[src/rtl/regfile_2r1w.sv]
// regfile_2r1w: parametrised register file, one write port, two combinational read ports, pending-write scoreboard
module regfile_2r1w #(
  parameter int data_width = 16,
  parameter int addr_width = 3,
  parameter int bypass_en = 1,
  parameter int zero_r0 = 0,
  localparam int num_regs = 2 ** addr_width
) (
  input  logic                  clk,
  input  logic                  reset,
  input  logic                  write,
  input  logic [addr_width-1:0] writenum,
  input  logic [data_width-1:0] data_in,
  input  logic [addr_width-1:0] readnum0,
  input  logic [addr_width-1:0] readnum1,
  output logic [data_width-1:0] data_out0,
  output logic [data_width-1:0] data_out1,
  input  logic                  reserve,
  input  logic [addr_width-1:0] reservenum,
  output logic                  ready0,
  output logic                  ready1,
  output logic [num_regs-1:0]   pending
);
  logic [data_width-1:0] regs_q [num_regs];
  logic [data_width-1:0] regs_d [num_regs];
  logic [num_regs-1:0] pending_q, pending_d;
  logic wr_ok, rs_ok, byp0, byp1, z0, z1;
  always_comb begin
    wr_ok = write && !(zero_r0 != 0 && writenum == '0);
    rs_ok = reserve && !(zero_r0 != 0 && reservenum == '0);
    regs_d = regs_q;
    pending_d = pending_q;
    if (wr_ok) begin
      regs_d[writenum] = data_in;
      pending_d[writenum] = 1'b0;
    end
    // a new reservation outranks the write retiring the same register
    if (rs_ok) pending_d[reservenum] = 1'b1;
  end
  always_ff @(posedge clk) begin
    if (reset) begin
      regs_q <= '{default: '0};
      pending_q <= '0;
    end else begin
      regs_q <= regs_d;
      pending_q <= pending_d;
    end
  end
  always_comb begin
    z0 = zero_r0 != 0 && readnum0 == '0;
    z1 = zero_r0 != 0 && readnum1 == '0;
    byp0 = bypass_en != 0 && wr_ok && writenum == readnum0;
    byp1 = bypass_en != 0 && wr_ok && writenum == readnum1;
    data_out0 = z0 ? '0 : byp0 ? data_in : regs_q[readnum0];
    data_out1 = z1 ? '0 : byp1 ? data_in : regs_q[readnum1];
    ready0 = z0 ? 1'b1 : byp0 ? !(rs_ok && reservenum == readnum0) : !pending_q[readnum0];
    ready1 = z1 ? 1'b1 : byp1 ? !(rs_ok && reservenum == readnum1) : !pending_q[readnum1];
  end
  assign pending = pending_q;
endmodule

[config.mk]
export PLATFORM = sky130hd
export DESIGN_NAME = regfile_2r1w
export DESIGN_NICKNAME = d
export VERILOG_FILES = /design/src/rtl/regfile_2r1w.sv
export SDC_FILE = /design/constraint.sdc
export NUM_CORES = 1
export LEC_CHECK = 0
export BUFFER_PORTS_ARGS = -buffer_cell sky130_fd_sc_hd__clkbuf_2
export CORE_ASPECT_RATIO = 1.4
export CORE_UTILIZATION = 65
export DETAILED_ROUTE_END_ITERATION = 8
export HOLD_SLACK_MARGIN = 0.05
export PLACE_DENSITY = 0.86
export REMOVE_ABC_BUFFERS = 1
export SLEW_MARGIN = 20
export SYNTH_ARGS = -nofsm -noshare
export SYNTH_HDL_FRONTEND = slang
export SYNTH_SLANG_ARGS = --single-unit
[constraint.sdc]
create_clock -name clk -period 3.8 [get_ports clk]
set_input_delay 0.57 -clock clk [delete_from_list [all_inputs] [get_ports clk]]
set_output_delay 0.57 -clock clk [all_outputs]
set_load 0.01 [all_outputs]
==> impl_metrics.ini, run 1 <==
[status]
status = finished clean

[timing]
hold_viol = 0
rsz0062_at_grt = no
drv_slew = 0
setup_viol = 0
relSlewSlack_pct = 24.5
setup_tns_ps = 0
tightest_slew_ps = 1130
hold_slack_ps = 463
finalCritPeriodShare_pct = 78.5
finClkSkew_ps = 0
fmax_ghz = 0.335
period_minus_slack_ps = 2980

[run]
max-cap-violations = 0

[synthesis]
yosysTopAreaCellShare_pct = 35.2
synth_edf_count = 0
synth.distinct_cells = 28
yosysMostFrequentCell = nand2_1
synth.area.top_cells = dfxtp_1 (35%), mux4_1 (22%), nand2_1 (12%), mux2_2 (9.6%), a21oi_1 (8.4%)
yosysSeqAreaShare_pct = 35.2
ys_ff_latch = 136
ys.flop_type = dfxtp_1
yosysTopAreaCell = dfxtp_1
ys_warn_count = 0
syn-mean-instance-area_sq_um = 9.69
ys_top_cells_by_count = nand2_1 (257), dfxtp_1 (136), a21oi_1 (129)
async_flop_share_pct = 0
synth_area_sq_um = 7730
netlist_instances = 798

[clock_network]
clock-sinks = 136
cts-hold-fix-buffers = 0
cts.path.max_buffers = 2
clk_latency_ps = 420
clock-root-buffer = clkbuf_16
cts_tree = done
post_cts_buffers = 0
clkTransAtPathRegs_ps = 60
h-tree-depth = 4
cts_resized = 0
cts-buffers-inserted = 17

[global_route]
grt_pass1_vias = 6706
antenna_found_initial = 0
grt_use_total_pct = 38.3
grt_pass1_wl_um = 34700
overflow = 0
grt_max_degree = 82

[detailed_routing]
vias_per_cell = 6.99
drc_errors = 0
dr.pass1.iters = 6
wire_per_inst_um = 23.6
antenna_left = 0
vias = 6858
finalWirelength_um = 23200
drt_iter0_markers = 722

[floorplan]
dieHeight_um = 131
row_count = 46
die_w_um = 94.2
initial_core_util_pct = 67.5
top_level_ports = 74
core-area_sq_um = 11500
die_area_sq_um = 12300

[critical_path]
slowest_stage = clkbuf_2
cp_max_fo = 34
critical_path.cell_chain = clkbuf_2 > mux4_1 > mux2_2 > mux2_2 > clkbuf_2
worstPathRequired_ps = 3230
crit_type = primary input to primary output
worstSetupStartpointType = primary input
crit_arrival_ps = 2410
end_kind = primary output
critPathMaxStageDelay_ps = 670

[placement]
dpl.hpwl_um = 13900
port-buffer-count = 73
gp_congestion = 0.872

[pwr]
powerDensity_nw_per_um2 = 401
p_leak_uw = 0.00353
ir_drop_mv = 0.351

[cells_and_area]
drive_gt1_share_pct = 23.4
syn2layout_area_growth_pct = 11.6
n_antenna_cell = 0
layout.nets = 857

[worst_hold_path]
hold_path.class = flop to flop
-- routing by layer --
| layer | GRT usage, % | vias to the layer above | wire (um) |
|---|---|---|---|
| met3 | 9.14 | 178 | 2430 |
| li1 | - | 2925 | - |
| met2 | 63.8 | 545 | 11400 |
| met4 | 31.9 | 0 | 1750 |
| met1 | 40.8 | 3210 | 7600 |
| met5 | 0 | - | 0 |
-- cells by family after synthesis --
logic type	share of synthesized area, %
XOR/XNOR	1.36
AO/OA/AOI/OAI	9.10
multiplexers	32.9
flip-flops	35.2
AND/OR/NAND/NOR	15.6
buffers and inverters	5.79
-- report_power, final --
group / switching [uW] / internal (uW)
logic: 225 / 158
clock network: 606 / 989
registers: 25.0 / 1460
-- path summary, 6_finish.rpt --
path | startpoint | endpoint | slack [ps] | cells past startpoint
worst max register to register | regs_q[2] | regs_q[2] | 3030 | 2
worst min register to register | regs_q[54] | regs_q[54] | 460 | 2
worst min-delay path | regs_q[54] | regs_q[54] | 460 | 2
worst max-delay path | readnum0[1] | data_out0[1] | 820 | 5
-- through the flow --
stage | worst slack, ps | cells | area, sq um | utilization [%] | power, uW
2_1_floorplan | 1500 | 710 | 7280 | - | 1680
3_3_place_gp | 910 | 950 | 8070 | 70.4 | 1860
3_5_place_dp | 840 | 950 | 8070 | 70.4 | 1880
4_1_cts | 848 | 981 | 8630 | 75.3 | 3450
5_1_grt | 780 | 981 | 8630 | 75.3 | 3550
6_report | 815 | 981 | 8630 | 75.3 | 3460
-- cell usage in the layout (no fill, tap or decap), types with 5 or more instances in the layout --
cell	netlist	routed
a21oi_1	129	129
buf_4	2	22
clkbuf_16	0	17
clkbuf_2	0	72
clkinv_2	0	5
dfxtp_1	136	136
mux2_2	66	66
mux4_1	66	66
nand2_1	257	257
nand4_1	6	6
nor2_1	8	8
xnor2_1	12	12
-- worst max-delay path: cells and delay by family --
| family | cells | cell delay, ps |
|---|---|---|
| mux | 3 | 1020 |
| buf+inv | 2 | 810 |
-- layout make-up --
type / count / area [sq um]
Clock buffer: 22 / 464
Clock inverter: 9 / 100
Fill cell: 736 / 2820
Multi-Input combinational cell: 574 / 4600
Sequential cell: 136 / 2720
Tap cell: 144 / 180
Timing Repair Buffer: 96 / 566
-- flip-flops by register name, indices dropped and copies added (netlist names) --
| name | cells |
|---|---|
| regs_q | 128 |
| pending | 8 |
(Power assumes the default switching activity.)
==> run 2, diff against run 1 <==
--- a/config.mk
+++ b/config.mk
@@ -5,12 +5,13 @@
 export SDC_FILE = /design/constraint.sdc
 export NUM_CORES = 1
 export LEC_CHECK = 0
+export ABC_AREA = 1
 export BUFFER_PORTS_ARGS = -buffer_cell sky130_fd_sc_hd__clkbuf_2
 export CORE_ASPECT_RATIO = 1.4
-export CORE_UTILIZATION = 65
+export CORE_UTILIZATION = 54
 export DETAILED_ROUTE_END_ITERATION = 8
 export HOLD_SLACK_MARGIN = 0.05
-export PLACE_DENSITY = 0.86
+export PLACE_DENSITY = 0.76
 export REMOVE_ABC_BUFFERS = 1
 export SLEW_MARGIN = 20
 export SYNTH_ARGS = -nofsm -noshare
==> constraint.sdc (replaced) <==
create_clock -name clk -period 2.6 [get_ports clk]
set_input_delay 0.39 -clock clk [delete_from_list [all_inputs] [get_ports clk]]
set_output_delay 0.39 -clock clk [all_outputs]
set_load 0.01 [all_outputs]
==> impl_metrics.ini, run 2 <==
[synthesis]
synth.distinct_cells = 21
ys_warn_count = 0
yosysTopAreaCell = dfxtp_1
yosysSeqAreaShare_pct = 33.7
yosysTopAreaCellShare_pct = 33.7
yosysMostFrequentCell = nand2_1
synth_area_sq_um = 8090
ys.flop_type = dfxtp_1
syn-mean-instance-area_sq_um = 6.16
ys_top_cells_by_count = nand2_1 (388), nand3_1 (238), nor2_1 (147)
netlist_instances = 1314
ys_ff_latch = 136
synth.area.top_cells = dfxtp_1 (34%), nand2_1 (18%), nand3_1 (15%), a211oi_1 (12%), nor2_1 (6.8%)
synth_edf_count = 0
async_flop_share_pct = 0

[pwr]
comb_power_share_pct = 16.2
p_leak_uw = 0.00431
internal_power_uw = 4240
ir_drop_mv = 0.359
swShare_pct = 27.4
powerDensity_nw_per_um2 = 640
finalPower_uw = 5840
p_sw_uw = 1600
p_seq_share_pct = 37.4
p_clk_share_pct = 46.4

[cells_and_area]
largest_reg_flops = 128
finalNonFillerCells = 1531
n_fill_cell = 1394
multi_input_area_sq_um = 4270
mostFrequentLayoutCell = nand2_1
top_register = regs_q
post-route-util_pct = 62.7
layout.nets = 1361
drive_gt1_share_pct = 11.3
n_antenna_cell = 0
syn2layout_area_growth_pct = 12.9
seqCellArea_sq_um = 2720
mostFrequentLayoutCells = nand2_1 (388), nand3_1 (238), nor2_1 (147)

[detailed_routing]
antenna_left = 0
wl_met3_um = 2460
vias = 8742
vias_per_cell = 5.71
met2_wirelength_um = 11800
dr.pass1.iters = 5
wire_per_inst_um = 16.7
topRoutingLayerUsed = met4
finalWirelength_um = 25600
drc_errors = 0
met1_length_um = 10300
drt_iter0_markers = 842

[timing]
period_minus_slack_ps = 2110
drv_slew = 0
finClkSkew_ps = 0
fmax_ghz = 0.474
hold_viol = 0
postLayoutSetupSlackWorst_ps = 491
setup_viol = 0
relSlewSlack_pct = 52.6
tightest_slew_ps = 709
setup_tns_ps = 0
rsz0062_at_grt = no
finalCritPeriodShare_pct = 81.1

[worst_hold_path]
worstHoldEndpoint = pending[6]
hp-start = reserve
hold_path.class = primary input to flop
holdPathStages = 3

[placement]
gp_congestion = 0.906
port-buffer-count = 73
dp_worst_setup_slack_ps = 529
place_inst = 1499
dpl.hpwl_um = 15400

[critical_path]
crit_arrival_ps = 1720
crit_type = primary input to primary output
end_kind = primary output
r2r_start = regs_q[10]
rr_worst_depth = 2
regToRegEndpoint = regs_q[10]
cp_max_fo = 17
worstPathRequired_ps = 2210
worstSetupStartpointType = primary input
timing.reg2reg.setup_slack_ps = 1760

[clock_network]
clk_latency_ps = 420
cts_resized = 0
clock-sinks = 136
h-tree-depth = 4
cts.path.max_buffers = 2
post_cts_buffers = 0
clkTransAtPathRegs_ps = 60
clock-root-buffer = clkbuf_16
cts-hold-fix-buffers = 0
cts-buffers-inserted = 17
cts_tree = done

[global_route]
overflow = 0
grt_use_total_pct = 34.0
grt_pass1_wl_um = 41200
grt_pass1_vias = 8033
grt_max_degree = 78
antenna_found_initial = 0

[floorplan]
core-area_sq_um = 14600
die_area_sq_um = 15500
row_count = 52
initial_core_util_pct = 55.5
die_w_um = 105
dieHeight_um = 147
top_level_ports = 74

[run]
max-cap-violations = 0

[status]
status = finished clean
==> run 2: cell types whose count changed after synthesis, moves of 120 or more <==
cell and delta:
nand3_1 +237, nor2_1 +139, inv_1 +138, nand2_1 +131, a211oi_1 +127, a21oi_1 -120
==> run 2: worst max-delay path by stage <==
stage	from	endpoint	slack, ps	depth (start not counted)
final	readnum0[2]	data_out0[10]	490	10
after detailed placement	readnum1[1]	ready1	530	9
after global placement	readnum0[2]	data_out0[10]	550	10
after CTS	readnum1[1]	ready1	520	9
after global routing	readnum1[1]	data_out1[10]	400	9
after floorplan	readnum1[0]	ready1	570	8
==> run 2: layer usage <==
layer | vias to the layer above | track usage [%]
li1 | 4281 | -
met5 | - | 0
met1 | 3884 | 44.2
met2 | 479 | 53.9
met4 | 0 | 18.0
met3 | 98 | 5.59
==> run 2: cell families after synthesis <==
kind of cell	synth area share, %
AO/OA/AOI/OAI	12.5
buffers and inverters	13.5
XOR/XNOR	0.217
AND/OR/NAND/NOR	40.1
flip-flops	33.7
==> run 2: power groups by stage <==
stage / sequential [uW] / combinational (uW) / clock, uW
after floorplan: 2220 / 507 / 0
after global placement: 2220 / 915 / 0
after detailed placement: 2230 / 925 / 0
after CTS: 2180 / 930 / 2720
after global routing: 2190 / 1040 / 2830
final: 2180 / 947 / 2710
==> run 2: cell type report <==
class	count	area share, %
inverters	146	6.08
multi-input cells	920	46.8
repair buffers	108	7.45
flip-flops and latches	136	29.8
clock inverters	12	2.15
well taps	189	2.59
clock buffers	20	5.11
==> run 2: stage by stage <==
step	instance area (sq um)	hold WS (ps)
floorplan	7550	448
global placement	8470	465
detailed placement	8470	471
CTS	9130	305
global route	9130	321
finish	9130	314
==> run 2: worst max-delay path: stages <==
cell      delay, ps
clkbuf_2        330
inv_2            60
nand2_1          60
nand2_1          40
nor2_1          180
nand2_4          80
inv_4           240
nand2_1          80
nand2_1         100
clkbuf_2        140
